[src/rtl/logic_e_array.sv]
`default_nettype none
// ============================================================================
// Module      : logic_e_array
// Description : NUM_LE registered logic elements over a pool of primary inputs
//               and LE outputs, with a double-buffered configuration store.
//               Define LOGIC_E_ARRAY_FEEDBACK_EN to let LE outputs feed LEs.
// Revision    : 1.0 - initial release
// ============================================================================
module logic_e_array #(
  parameter int NUM_IN = 6,
  parameter int NUM_LE = 8
) (
  input  logic                                 clk,
  input  logic                                 rst_n,
  input  logic [NUM_IN-1:0]                    all_inputs,
  input  logic                                 eval_en,
  input  logic                                 cfg_start,
  input  logic                                 cfg_valid,
  input  logic [3+2*$clog2(NUM_IN+NUM_LE)-1:0] cfg_data,
  output logic                                 cfg_ready,
  output logic                                 cfg_done,
  output logic                                 busy,
  output logic [NUM_LE-1:0]                    le_out
);

  localparam int POOL     = NUM_IN + NUM_LE;
  localparam int SEL_W    = $clog2(POOL);
  localparam int LE_CFG_W = 3 + 2 * SEL_W;
  localparam int EXT_W    = 1 << SEL_W;
  localparam int CNT_W    = (NUM_LE > 1) ? $clog2(NUM_LE) : 1;
  localparam logic [CNT_W-1:0] LAST_BEAT = CNT_W'(NUM_LE - 1);

  typedef enum logic [0:0] {
    ST_IDLE = 1'b0,
    ST_LOAD = 1'b1
  } state_t;

  state_t              r_state;
  logic [CNT_W-1:0]    r_count;
  logic [LE_CFG_W-1:0] r_active [NUM_LE];
  logic [LE_CFG_W-1:0] r_shadow [NUM_LE];
  logic [NUM_LE-1:0]   r_le_out;
  logic                r_cfg_ready;
  logic                r_cfg_done;
  logic                r_busy;

  logic [EXT_W-1:0]    w_pool;
  logic [NUM_LE-1:0]   w_le_next;

  // Pool is zero-padded to a power of two so out-of-range selectors read 0.
  always_comb begin
    w_pool = '0;
    w_pool[NUM_IN-1:0] = all_inputs;
`ifdef LOGIC_E_ARRAY_FEEDBACK_EN
    w_pool[POOL-1:NUM_IN] = r_le_out;
`endif
  end

  for (genvar k = 0; k < NUM_LE; k++) begin : g_le
    logic [2:0]       w_func;
    logic [SEL_W-1:0] w_sel_a;
    logic [SEL_W-1:0] w_sel_b;
    logic             w_a;
    logic             w_b;
    logic             w_res;

    assign w_func  = r_active[k][2:0];
    assign w_sel_a = r_active[k][3 +: SEL_W];
    assign w_sel_b = r_active[k][3+SEL_W +: SEL_W];
    assign w_a     = w_pool[w_sel_a];
    assign w_b     = w_pool[w_sel_b];

    always_comb begin
      w_res = 1'b0;
      case (w_func)
        3'd0:    w_res = w_a & w_b;
        3'd1:    w_res = w_a | w_b;
        3'd2:    w_res = ~w_a;
        3'd3:    w_res = w_a ^ w_b;
        3'd4:    w_res = ~(w_a ^ w_b);
        3'd5:    w_res = ~(w_a & w_b);
        3'd6:    w_res = ~(w_a | w_b);
        default: w_res = w_a;
      endcase
    end

    assign w_le_next[k] = w_res;
  end

  always_ff @(posedge clk or negedge rst_n) begin
    if (!rst_n) begin
      r_le_out <= '0;
    end else if (eval_en) begin
      r_le_out <= w_le_next;
    end
  end

  always_ff @(posedge clk or negedge rst_n) begin
    if (!rst_n) begin
      r_state     <= ST_IDLE;
      r_count     <= '0;
      r_cfg_ready <= 1'b0;
      r_cfg_done  <= 1'b0;
      r_busy      <= 1'b0;
      for (int k = 0; k < NUM_LE; k++) begin
        r_active[k] <= '0;
        r_shadow[k] <= '0;
      end
    end else begin
      r_cfg_done <= 1'b0;
      case (r_state)
        ST_IDLE: begin
          if (cfg_start) begin
            r_state     <= ST_LOAD;
            r_count     <= '0;
            r_cfg_ready <= 1'b1;
            r_busy      <= 1'b1;
          end
        end
        ST_LOAD: begin
          // A restart wins over a beat presented in the same cycle.
          if (cfg_start) begin
            r_count <= '0;
          end else if (cfg_valid) begin
            r_shadow[r_count] <= cfg_data;
            if (r_count == LAST_BEAT) begin
              for (int k = 0; k < NUM_LE - 1; k++) begin
                r_active[k] <= r_shadow[k];
              end
              r_active[NUM_LE-1] <= cfg_data;
              r_state     <= ST_IDLE;
              r_count     <= '0;
              r_cfg_ready <= 1'b0;
              r_busy      <= 1'b0;
              r_cfg_done  <= 1'b1;
            end else begin
              r_count <= r_count + 1'b1;
            end
          end
        end
        default: r_state <= ST_IDLE;
      endcase
    end
  end

  assign le_out    = r_le_out;
  assign cfg_ready = r_cfg_ready;
  assign cfg_done  = r_cfg_done;
  assign busy      = r_busy;

endmodule
`default_nettype wire
[config.mk]
export PLATFORM = sky130hd
export DESIGN_NAME = logic_e_array
export DESIGN_NICKNAME = d
export VERILOG_FILES = /design/src/rtl/logic_e_array.sv
export SDC_FILE = /design/constraint.sdc
export NUM_CORES = 1
export LEC_CHECK = 0
export ABC_AREA = 1
export CAP_MARGIN = 20
export CORE_ASPECT_RATIO = 0.6
export CORE_UTILIZATION = 55
export CTS_BUF_LIST = sky130_fd_sc_hd__clkbuf_4
export DETAILED_ROUTE_END_ITERATION = 6
export HOLD_SLACK_MARGIN = 0.03
export PLACE_DENSITY = 0.78
export SKIP_CTS_REPAIR_TIMING = 1
export SYNTH_ARGS = -nofsm -noshare
export SYNTH_HDL_FRONTEND = slang
export SYNTH_SLANG_ARGS = --single-unit
[constraint.sdc]
create_clock -name clk -period 2 [get_ports clk]
set_clock_uncertainty 0.15 [all_clocks]
set_input_delay 0.4 -clock clk [delete_from_list [all_inputs] [get_ports clk]]
set_output_delay 0.4 -clock clk [all_outputs]
set_load 0.01 [all_outputs]
# ---- After elaboration in Yosys (flattened, before gate mapping)
# Cells that the tools add are included.
dict set report totals {
  inputBits 22
  word_cells 228
  output_inout_bits 11
  reg_bits 190
}
dict set report op_classes {
  bitwise_logic 59
  order_cmp 18
  n_reduce_logical 13
  mux 62
  add_sub_neg 1
  eq_ne 54
}
# operator n
set op_table {}
lappend op_table {{bitwise mux 88 bit} 1}
lappend op_table {{less-than comparator 4 x 5 -> 1 bit (second input constant)} 16}
lappend op_table {{equality test 3 bit (second input constant)} 25}
lappend op_table {{binary-select mux 1 bit (select 4 bit)} 16}
lappend op_table {{one-hot mux 1 bit (7 select lines)} 8}
lappend op_table {{equality test 3 x 2 -> 1 bit (second input constant)} 16}
lappend op_table {{NOT 1 bit} 34}
lappend op_table {{demux 11 bit (select 3 bit)} 1}
lappend op_table {{2-to-1 mux 1 bit} 28}
lappend op_table {{equality test 3 x 1 -> 1 bit (second input constant)} 8}
lappend op_table {{logical NOT 3 bit} 8}
lappend op_table {{2-to-1 mux 3 bit} 4}
lappend op_table {{2-to-1 mux 11 bit} 1}
lappend op_table {{bitwise AND 1 bit} 8}
lappend op_table {{bitwise OR 1 bit} 8}
lappend op_table {{AND reduction 4 bit} 2}
lappend op_table {{XOR 1 bit} 8}
lappend op_table {{!= test 2 bit (second input constant)} 3}
lappend op_table {{one-hot mux 3 bit (2 select lines)} 1}
lappend op_table {{greater-or-equal comparator 4 bit (second input constant)} 1}
lappend op_table {{less-than comparator 4 x 1 -> 1 bit (second input constant)} 1}
lappend op_table {{NOT 3 -> 4 bit} 1}
lappend op_table {{one-hot mux 1 bit (2 select lines)} 2}
lappend op_table {{adder 3 x 1 -> 3 bit (second input constant)} 1}
lappend op_table {{other kinds (5)} 5}

# ---- Logic depth before layout (Yosys ltp)
dict set report depth {
  word_depth 6
  depth_mapped 17
  depth_no_buf 16
}

# ---- Worst setup path after synthesis
# No wires, ideal clock.
dict set report synth_timing {
  path_kind {input-to-reg}
  start {input all_inputs[2]}
  end {register r_le_out[2], in the netlist le_out[2]}
  arrival_ps 1880
  stages 17
  setup_time_ps 117
  path_slack_ps -148
  required_ps 1733
  path_cell_list {inv_1 buf_4 nand2_1 nand3_1 nand2_1 nand2_1 nand2_1 nand2_2 inv_1 ha_1 inv_1 a21oi_1 nand3_1 a21oi_1 o21ai_2 nor2_1 nor2_1}
}
dict set report synth_between {
  elab_chain_len 5
  elab_cells_between_ends 12
  cone_classes {mux (5); bitwise (7)}
}
# element line_no
set synth_rtl {}
lappend synth_rtl {{from (decl)} 15} ;# input logic [NUM_IN-1:0] all_inputs,
lappend synth_rtl {{binary-select mux 1 bit (select 4 bit) (on tied branches)} {70, 71}}
lappend synth_rtl {{2-to-1 mux 1 bit (on tied branches)} {70, 71}}
lappend synth_rtl {{bitwise OR 1 bit, or another cell as far along} {77, 82}}
lappend synth_rtl {{NOT 1 bit (on tied branches)} {82, 80, 81}}
lappend synth_rtl {{one-hot mux 1 bit (7 select lines) (*)} 75} ;# case (w_func)
lappend synth_rtl {{to (signal assigned)} 94} ;# r_le_out <= w_le_next;
lappend synth_rtl {{to (decl)} 42} ;# logic [NUM_LE-1:0] r_le_out;
# Every way passes the cells marked *; elsewhere a longest branch is shown, timed or not. The select of a mux whose other input is x is not followed.
# A chain may end at the register's enable or synchronous reset.

# ---- Worst setup path in the final report
dict set report layout_timing {
  start {register r_active (netlist bit g_le[3].w_sel_b[0])}
  end {register r_le_out[3], in the netlist le_out[3]}
}
dict set report layout_between {
  elab_chain_len 5
  elab_cells_between_ends 9
  cone_classes {mux (3); bitwise (6)}
}
# element line_no
set layout_rtl {}
lappend layout_rtl {{from (decl)} 40} ;# logic [LE_CFG_W-1:0] r_active [NUM_LE];
lappend layout_rtl {{from (signal, indexed assignment)} 128} ;# r_active[k] <= r_shadow[k];
lappend layout_rtl {{from (signal, indexed assignment)} 130} ;# r_active[NUM_LE-1] <= cfg_data;
lappend layout_rtl {{binary-select mux 1 bit (select 4 bit) (*)} 71} ;# assign w_b = w_pool[w_sel_b];
lappend layout_rtl {{2-to-1 mux 1 bit (not written as such) (*)} 71}
lappend layout_rtl {{bitwise OR 1 bit, or another cell as far along} {77, 82}}
lappend layout_rtl {{NOT 1 bit (on tied branches)} {82, 80, 81}}
lappend layout_rtl {{one-hot mux 1 bit (7 select lines) (*)} 75}
# Marked as above.

==> impl_metrics.ini <==
[power_and_ir_drop]
switching_power_mw = 2.61
peakVddDrop_mv = 0.515
intPower_mw = 5.94
p_leak_nw = 5.10
clkPwrFrac_pct = 27.0
pwr-share-seq_pct = 53.8
p_comb_share_pct = 19.2
power.density_nw_per_um2 = 816
switching_share_pct = 30.5
power_mw = 8.55

[clock_network]
clk_pin_slew_ps = 140
clock_latency_ps = 570
cts_buffer_depth = 2
cts_tree = yes
cts-root-buf = clkbuf_4
htree_levels = 4
cts_made_buffers = 17
clock-sinks = 179

[place]
postPlaceCellArea_um2 = 9590
io_buffers = 32
hpwl_um = 14100
place.gp.congestion = 0.884

[sta]
period_share_pct = 109
rsz0062_at_grt = yes
fin_ws_ps = -189
max_freq_mhz = 457
fin_crit_ps = 2190
fin_tns_setup_ps = -1040
max_slew_margin_pct = 49.4
hold_slack_ps = 35.2
worstMarginPinSlew_ps = 759
hold_violations = 0
drv_slew = 0
finalSetupViolations = 8

[layout]
design_area_um2 = 10500
syn_to_final_growth_pct = 20.8
utilization_pct = 68.2
diodes = 0
nets = 1191
drive_gt1_share_pct = 20.4

[yosys]
synth_area_um2 = 8670
synth.ff_latch_count = 179
mappedNetlistNets = 1102
yosysSeqAreaShare_pct = 51.6
synth_area_leader_cell = dfrtp_1
ys_types = 26
synth_top_cell_area_share_pct = 51.6
syn_avg_cell_area_um2 = 8.17
yosysWarnings = 0
synth_cells = 1062
ys_top_cells_by_area = dfrtp_1 52%, nand2_1 14%, o21ai_0 8.0%, inv_1 5.1%, nand3_1 3.7%

[drt]
vias = 7475
drc = 0
vias_per_cell = 5.47
wl_um = 22200
postRouteAntennaNets = 0
drtIter0Drc = 673
wl_per_cell_um = 16.3
first_pass_iters = 5

[run_status]
status = complete, but fails checks
violations = setup timing

[critical_path]
r2r-end = le_out[3]
startpoint = g_le[3].w_sel_b[0]
critical_path_arrival_ps = 2510
reg2reg_slack_ps = -190
cp_data_required_time_ps = 2320
crit_family = compound AO/OA/AOI/OAI gates
reg2reg_depth = 13
worstSetupStartpointType = register
critPathSlowestCell = dfrtp_1
crit_type = reg -> reg
max_stage_delay_ps = 440
timing.rr.start = g_le[3].w_sel_b[0]
crit_fanout = 4
path_buf_inv = 3
path_cells = buf_4 -> buf_4 -> nand2_2 -> o2111ai_2 -> a21oi_4 -> ha_4 -> inv_2 -> a21oi_2 -> nand3_1 -> a21oi_2 -> o21ai_2 -> nor2_1 -> nor2_1
critPathCaptureType = register

[die]
dieArea_um2 = 16300
ios = 33
initial_core_util_pct = 56.4
num_rows = 35
die_w_um = 164
fp.coreArea_um2 = 15400
dieHeight_um = 99.3

[min_path]
min_path_type = in -> async

[global_routing]
grt_pass1_vias = 6864
gr-usage-all-layers_pct = 28.1
grt-ovfl-total = 0
grt_pass1_wl_um = 34900
grt_max_degree = 84
antenna_found_initial = 0

[flow_run]
maxCapViolCount = 0
-- cell usage in the layout (no fill, tap or decap), types with 5 or more instances in the layout --
cell type	count
clkdlybuf4s50_1	15
nor2_1	50
nand3_1	61
a21oi_4	8
a21oi_2	25
nand2_1	313
nand3b_1	8
o2111ai_2	5
ha_1	6
inv_1	83
inv_2	33
o21ai_0	122
nand4_2	7
dfrtp_1	175
o21ai_1	58
nand2_2	13
ha_4	8
buf_4	62
clkbuf_4	19
dlymetal6s2s_1	16
a21oi_1	8
buf_12	12
o21ai_2	8
-- synthesized netlist by cell type, drive strengths merged --
cell type and instances:
o2111ai 8, inv 122, dfrtp 179, nand4 9
buf 32, nand3b 8, a21oi 41, nor2 54
ha 18, a21o 4, clkbuf 7, nand2 328
o21ai 188, nand3 64
-- cell families (layout without fill, tap and decap cells) --
group	count (synthesis)	in the layout	share of synthesized area, %
DFF	179	179	51.6
and+or+nand+nor	463	463	22.7
buffers and inverters	161	263	8.38
AOI/OAI and AO/OA	241	241	14.7
adders and majority gates	18	18	2.60
-- state kept, by name, indices dropped and copies added, names as in the netlist --
signal	cells
cfg_done	1
cfg_ready	1
g_le.w_func	24
g_le.w_sel_a	32
g_le.w_sel_b	32
le_out	8
r_count	3
r_shadow	77
r_state	1
-- metal layers --
layer  wire [um]  part of all wire [%]  vias up  GRT usage [%]
li1            -                     -     3612              -
met1       10800                    49     3598           44.1
met2        9570                    43      244           39.9
met3        1620                   7.3       21           5.25
met4         218                  0.98        0           6.70
met5           0                     0        -              0
-- final cells by class --
class,count,area (um^2)
Multi-Input combinational cell,722,3830
Clock inverter,13,184
Fill cell,1254,4890
Tap cell,203,254
Inverter,122,479
Timing Repair Buffer,109,1100
Clock buffer,19,143
Sequential cell,179,4480
-- stage by stage --
step / cells / setup slack [ps]
after CTS: 1344 / -313
after global routing: 1367 / -310
after global placement: 1312 / -829
final: 1367 / -189
after floorplan: 1062 / -90.2
after detailed placement: 1312 / -898
-- power groups by stage --
stage / clock network, mW / logic (mW) / registers (mW)
finish: 2.31 / 1.64 / 4.60
floorplan: 0 / 0.911 / 4.59
global route: 2.48 / 1.86 / 4.68
detailed placement: 0 / 1.45 / 4.65
global placement: 0 / 1.38 / 4.63
CTS: 2.34 / 1.46 / 4.58
-- how the worst max path moves through the flow --
stage	to	cells past startpoint
floorplan	le_out[3]	14
global placement	le_out[3]	15
detailed placement	le_out[3]	15
CTS	le_out[3]	15
global route	le_out[2]	16
finish	le_out[3]	13
-- worst register-to-register path: stages (launching register included) --
cell and delay, ps:
dfrtp_1 440, buf_4 140, buf_4 130, nand2_2 60, o2111ai_2 130, a21oi_4 260, ha_4 170, inv_2 40
a21oi_2 120, nand3_1 100, a21oi_2 150, o21ai_2 70, nor2_1 100, nor2_1 40
Power figures use the tool's default switching activity.
